[src/rtl/countdown_60_if.sv]
// ============================================================================
// Module      : countdown_60_if
// Description : Control/status bundle of the BCD mod-60 countdown timer.
// Revision    : 1.0 - initial release
// ============================================================================
`default_nettype none

interface countdown_60_if;
    logic       en;
    logic       load;
    logic [7:0] load_val;
    logic       start;
    logic       stop;
    logic [7:0] count;
    logic       bo;
    logic       busy;
    logic       done;
    logic       err;

    modport master (
        output en, load, load_val, start, stop,
        input  count, bo, busy, done, err
    );

    modport slave (
        input  en, load, load_val, start, stop,
        output count, bo, busy, done, err
    );
endinterface

`default_nettype wire

[src/rtl/countdown_60.sv]
// ============================================================================
// Module      : countdown_60
// Description : Loadable BCD modulo-60 down-counter / countdown timer.
//               Optional macro COUNTDOWN_AUTO_RELOAD_EN turns it into a
//               periodic timer that reloads at 00 instead of stopping.
// Revision    : 1.0 - initial release
// ============================================================================
`default_nettype none

module countdown_60 #(
    parameter logic [7:0] PRESET = 8'h59
) (
    input  logic          clk,
    input  logic          rst,
    countdown_60_if.slave bus
);

    localparam logic [1:0] c_IDLE = 2'd0;
    localparam logic [1:0] c_RUN  = 2'd1;
    localparam logic [1:0] c_DONE = 2'd2;

    logic [1:0] r_state;
    logic [7:0] r_count;
    logic [7:0] r_reload;
    logic       r_done;
    logic       r_err;

    logic       w_valid;
    logic       w_zero;
    logic       w_tick;

    assign w_valid = (bus.load_val[7:4] <= 4'd5) && (bus.load_val[3:0] <= 4'd9);
    assign w_zero  = (r_count == 8'h00);
    assign w_tick  = (r_state == c_RUN) && bus.en;

    always_ff @(posedge clk or posedge rst) begin
        if (rst) begin
            r_state  <= c_IDLE;
            r_count  <= PRESET;
            r_reload <= PRESET;
            r_done   <= 1'b0;
            r_err    <= 1'b0;
        end else begin
            r_done <= 1'b0;
            r_err  <= 1'b0;
            if (bus.load) begin
                if (w_valid) begin
                    r_count  <= bus.load_val;
                    r_reload <= bus.load_val;
                    if (r_state == c_DONE)
                        r_state <= c_IDLE;
                end else begin
                    r_err <= 1'b1;
                end
            end else if (bus.stop) begin
                // An asserted stop also suppresses any same-cycle start.
                if (r_state == c_RUN)
                    r_state <= c_IDLE;
            end else if (bus.start && (r_state != c_RUN)) begin
                if (r_state == c_DONE)
                    r_count <= r_reload;
                r_state <= c_RUN;
            end else if (w_tick) begin
                if (w_zero) begin
                    r_done <= 1'b1;
`ifdef COUNTDOWN_AUTO_RELOAD_EN
                    r_count <= r_reload;
`else
                    r_state <= c_DONE;
`endif
                end else if (r_count[3:0] != 4'd0) begin
                    r_count <= {r_count[7:4], r_count[3:0] - 4'd1};
                end else begin
                    r_count <= {r_count[7:4] - 4'd1, 4'd9};
                end
            end
        end
    end

    assign bus.count = r_count;
    assign bus.bo    = w_tick && w_zero;
    assign bus.busy  = (r_state == c_RUN);
    assign bus.done  = r_done;
    assign bus.err   = r_err;

endmodule

`default_nettype wire
[src/flat_wrapper.sv]
// flat-port wrapper written by rule: the top's interface ports become plain ports
module countdown_60_flat 
#(
    parameter logic [7:0] PRESET = 8'h59
)
  (clk, rst, bus_en, bus_load, bus_load_val, bus_start, bus_stop, bus_count, bus_bo, bus_busy, bus_done, bus_err);
  countdown_60_if bus_i ();
  input  logic clk;
  input  logic rst;
  input wire logic [$bits(bus_i.en)-1:0] bus_en;
  input wire logic [$bits(bus_i.load)-1:0] bus_load;
  input wire logic [$bits(bus_i.load_val)-1:0] bus_load_val;
  input wire logic [$bits(bus_i.start)-1:0] bus_start;
  input wire logic [$bits(bus_i.stop)-1:0] bus_stop;
  output wire logic [$bits(bus_i.count)-1:0] bus_count;
  output wire logic [$bits(bus_i.bo)-1:0] bus_bo;
  output wire logic [$bits(bus_i.busy)-1:0] bus_busy;
  output wire logic [$bits(bus_i.done)-1:0] bus_done;
  output wire logic [$bits(bus_i.err)-1:0] bus_err;
  assign bus_i.en = bus_en;
  assign bus_i.load = bus_load;
  assign bus_i.load_val = bus_load_val;
  assign bus_i.start = bus_start;
  assign bus_i.stop = bus_stop;
  assign bus_count = bus_i.count;
  assign bus_bo = bus_i.bo;
  assign bus_busy = bus_i.busy;
  assign bus_done = bus_i.done;
  assign bus_err = bus_i.err;
  countdown_60 #(.PRESET(PRESET)) u_core (.clk(clk), .rst(rst), .bus(bus_i));
endmodule
[config.mk]
export PLATFORM = sky130hd
export DESIGN_NAME = countdown_60_flat
export DESIGN_NICKNAME = d
export VERILOG_FILES = /design/src/rtl/countdown_60_if.sv /design/src/rtl/countdown_60.sv /design/src/flat_wrapper.sv
export SDC_FILE = /design/constraint.sdc
export NUM_CORES = 1
export LEC_CHECK = 0
export ABC_AREA = 1
export BUFFER_PORTS_ARGS = -buffer_cell sky130_fd_sc_hd__buf_4
export CORE_UTILIZATION = 43
export CTS_CLUSTER_SIZE = 30
export DETAILED_ROUTE_END_ITERATION = 8
export GPL_TIMING_DRIVEN = 0
export PLACE_DENSITY = 0.68
export SETUP_SLACK_MARGIN = 0.15
export SLEW_MARGIN = 20
export SYNTH_ARGS = -nofsm -noshare
export SYNTH_HDL_FRONTEND = slang
export SYNTH_SLANG_ARGS = --single-unit
[constraint.sdc]
create_clock -name clk -period 2.04 [get_ports clk]
set_clock_uncertainty 0.05 [all_clocks]
set_input_delay 0.102 -clock clk [delete_from_list [all_inputs] [get_ports clk]]
set_output_delay 0.102 -clock clk [all_outputs]
set_load 0.01 [all_outputs]
==> key figures <==
Pwr
  • Static leakage: around 0.93 nW
  • Cell Pwr Density: between 900 and 1000 nW/um^2
  • Max VDD drop: slightly above 0.0004 V

Placement
  • Detail Placement HPWL: approximately 2300 um
  • Placed insts: 252
  • Routability cong.: about 0.86
  • Pre-CTS setup slack: slightly above 0.4 ns
  • I/O Buffers: 24

Synthesis
  • Post-Synth XOR/XNOR Area: less than 1%
  • Netlist Area Pre-Place: roughly 1300 sq um
  • Most common cell in the netlist: nand2_1
  • Mux cell area share after synthesis: 0%
  • Synth warnings: 0
  • Async SR Flop Fraction: 100%
  • Cells after Synth: 197
  • Simple-Gate Fraction of Synth Area: about 43%
  • Seq cells post-synth: 20
  • Adder-Cell Fraction of Synth Area: under 10%
  • Post-synth top flop: dfrtp_1
  • Compound-Gate Fraction of Synth Area: around 6.3%
  • Ranking of synthesized cells by area: dfrtp_1, nand2_1, dfstp_2
  • Post-synth EDFFs: 0
  • Synthesized area per cell: 6.80 sq um
  • Post-synth top area share: between 20 and 25%
  • Post-synth top area cell: dfrtp_1
  • Post-synthesis sequential area ratio: between 30% and 40%
  • Synth cell types: 21
  • Largest family of logic cells by synthesized area: simple AND/OR/NAND/NOR gates
  • Syn_nets: ~210
  • Post-synth top cells: nand2_1, inv_1, nor2_1, nand3_1, dfrtp_1

STA
  • Worst rel slew slack: 49.3%
  • Fmax: about 570 MHz
  • Final period util: between 80% and 90%
  • Slew Viols, Final: 0
  • Min Tclk post-route: around 1.8 ns
  • Setup Viol. Count Final: 0
  • Final hold vios: 0
  • RSZ-0062 raised after global routing: no
  • Slew @ Worst Pin: between 0.7 and 0.8 ns
  • Final worst slack: ~0.28 ns
  • Setup TNS: 0 ns

Drt
  • DR WL/cell: 11.4 um
  • ANT nets after route: 0
  • DRC: 2
  • DRT iter0 DRCs: between 40 and 50
  • Detailed Route WL: ~3000 um
  • DRT Pass-1 Iters: 6
  • Vias/cell: around 4.8
  • Vias: between 1000 and 1500

Hold path
  • Hold WC Path Type: primary input to register
  • Hold Crit Depth: 4

Floorplanning
  • Initial core utilization: a little under half
  • Die X: about 58 um
  • CORE AREA: roughly 2900 sq um
  • Die height: a little under 60 um
  • # IOs: 26
  • Die ar.: around 3300 sq um
  • Num rows: 19

Clocking
  • Setup Fix Bufs, Post-CTS: 0
  • Clk Tree Root Cell: clkbuf_4
  • Clock buffer depth: 2
  • TritonCTS Buffers: 3
  • Skew-Pair Late Insertion Delay: around 0.31 ns
  • CTS tree: done
  • H-tree depth: 1
  • Clk slew on worst S/H paths: between 0.1 and 0.15 ns
  • Clock Sinks: 20

Critical path
  • Data arrival, critical path: 1.61 ns
  • CP endpoint kind: output port
  • CP max stage delay: about 0.56 ns
  • Worst Setup Start Kind: register
  • Worst Setup EP: bus_bo
  • Path depth of the worst reg2reg path: 9
  • Worst r2r src: u_core.bus.count[4]$_DFFE_PP1P_
  • Worst-path maximum fanout: 5
  • Data required, critical path: approximately 1.9 ns
  • R2r endpoint: u_core.bus.count[3]$_DFFE_PP1P_
  • Worst Setup SP: u_core.bus.count[4]$_DFFE_PP1P_
  • Highest-delay cell along the critical path: dfstp_2
  • R2R setup slack: between 0.3 and 0.4 ns
  • Crit-path cells: inv_1, ha_1, nand2_1, nor2_4, nand2_1, inv_1, buf_4
  • Crit Path Class: register to output port

Layout
  • Post-Layout Cell Count: ~260
  • Layout cells sized above 1: about a quarter
  • Layout area overhead: 25.0%
  • Nets: 250
  • Diode count: 0
  • Filler cell count: roughly 290

Global routing
  • GRT overflow: 0
  • GRT Max-Usage Layer: met2
  • Routing usage on met3: between 2 and 3%
  • Met1 GRT Util: between 20% and 30%
  • Total track usage: 20.5%
  • Largest net degree at the start of global routing: 21
  • Initial antenna violation count: 0
  • Met2 usage: 31.9%
  • Vias in the first global route: about 1200
  • Global-route wire length before repair: ~5200 um

Run
  • Max Cap Viol: 0

Outcome
  • Failing checks: design-rule violations
  • Outcome: finished, violations left
==> report_power, final <==
group	internal (mW)	switching, mW
Sequential	0.534	0.103
Combinational	0.326	0.453
Clock	0.109	0.136
==> area by class of cell <==
class                   count  area [sq um]  share of cell area [%]
multi-input cells         148           696                    41.5
flip-flops and latches     20           510                    30.5
repair buffers             32           260                    15.5
inverters                  25          96.3                    5.75
well taps                  31          38.8                    2.32
plain buffers               4          37.5                    2.24
clock buffers               4          36.3                    2.17
==> cell usage in the layout, fill, tap and decap left out, types with 2 or more instances in the layout <==
cell type | netlist | final
buf_4 | 2 | 26
nor2_4 | 3 | 3
nand2_2 | 6 | 6
o21ai_1 | 2 | 2
nand2_1 | 74 | 74
ha_1 | 2 | 2
inv_1 | 21 | 21
inv_2 | 3 | 3
dfstp_2 | 8 | 8
buf_6 | 2 | 2
clkbuf_4 | 0 | 3
nor2_2 | 2 | 2
nand2_4 | 4 | 4
o21ai_0 | 8 | 8
dlygate4sd3_1 | 0 | 8
a21oi_1 | 7 | 7
nor2_1 | 21 | 21
dfrtp_1 | 12 | 12
nand3_1 | 16 | 16
==> sequential cells by signal, summed over array words and instances (netlist names) <==
signal	cells
u_core.r_reload	8
u_core.bus.done	1
u_core.bus.err	1
u_core.r_state	2
u_core.bus.count	8
==> routing by layer <==
metal | share of wire [%] | up-vias
met3 | 3.5 | 6
met2 | 44 | 26
met1 | 50 | 567
li1 | - | 679
met4 | 1.8 | 0
met5 | 0 | -
==> kinds of logic after synthesis <==
group	Yosys count
simple gates	128
buf+inv	29
flops	20
compound gates	17
fa+ha+maj	2
xor+xnor	1
==> worst max-delay path, delay by kind of cell, from the launching register on <==
| kind | cells | cell delay [ns] |
|---|---|---|
| buffers and inverters | 3 | 0.27 |
| and+or+nand+nor | 3 | 0.24 |
| DFF | 1 | 0.56 |
| adders and majority gates | 1 | 0.21 |
==> how the worst min path moves through the flow <==
| stage | start | end | slack, ns |
|---|---|---|---|
| final | bus_stop | u_core.r_state[0]$_DFFE_PP0P_ | 0.02 |
| after global routing | bus_stop | u_core.r_state[0]$_DFFE_PP0P_ | 0.06 |
| after CTS | bus_stop | u_core.r_state[0]$_DFFE_PP0P_ | 0.02 |
| after detailed placement | rst | u_core.r_reload[7]$_DFFE_PP0P_ | 0.25 |
| after global placement | rst | u_core.r_reload[1]$_DFFE_PP0P_ | 0.23 |
| after floorplan | rst | u_core.bus.count[1]$_DFFE_PP0P_ | 0.01 |
==> what timing repair did <==
action	4_1_cts	5_1_grt
hold endpoints to repair	19	0
resized for setup	0	0
hold buffers	8	0
==> through the flow <==
step	util (%)	power (mW)	hold WS (ns)	cell area (sq um)
CTS	58.7	1.67	0.0204	1680
finish	58.7	1.66	0.0220	1680
detailed placement	54.6	1.42	0.254	1560
global route	58.7	1.79	0.0559	1680
global placement	54.6	1.39	0.231	1560
floorplan	-	1.16	0.00990	1340
Note: power is estimated with default switching activity, not from simulation.
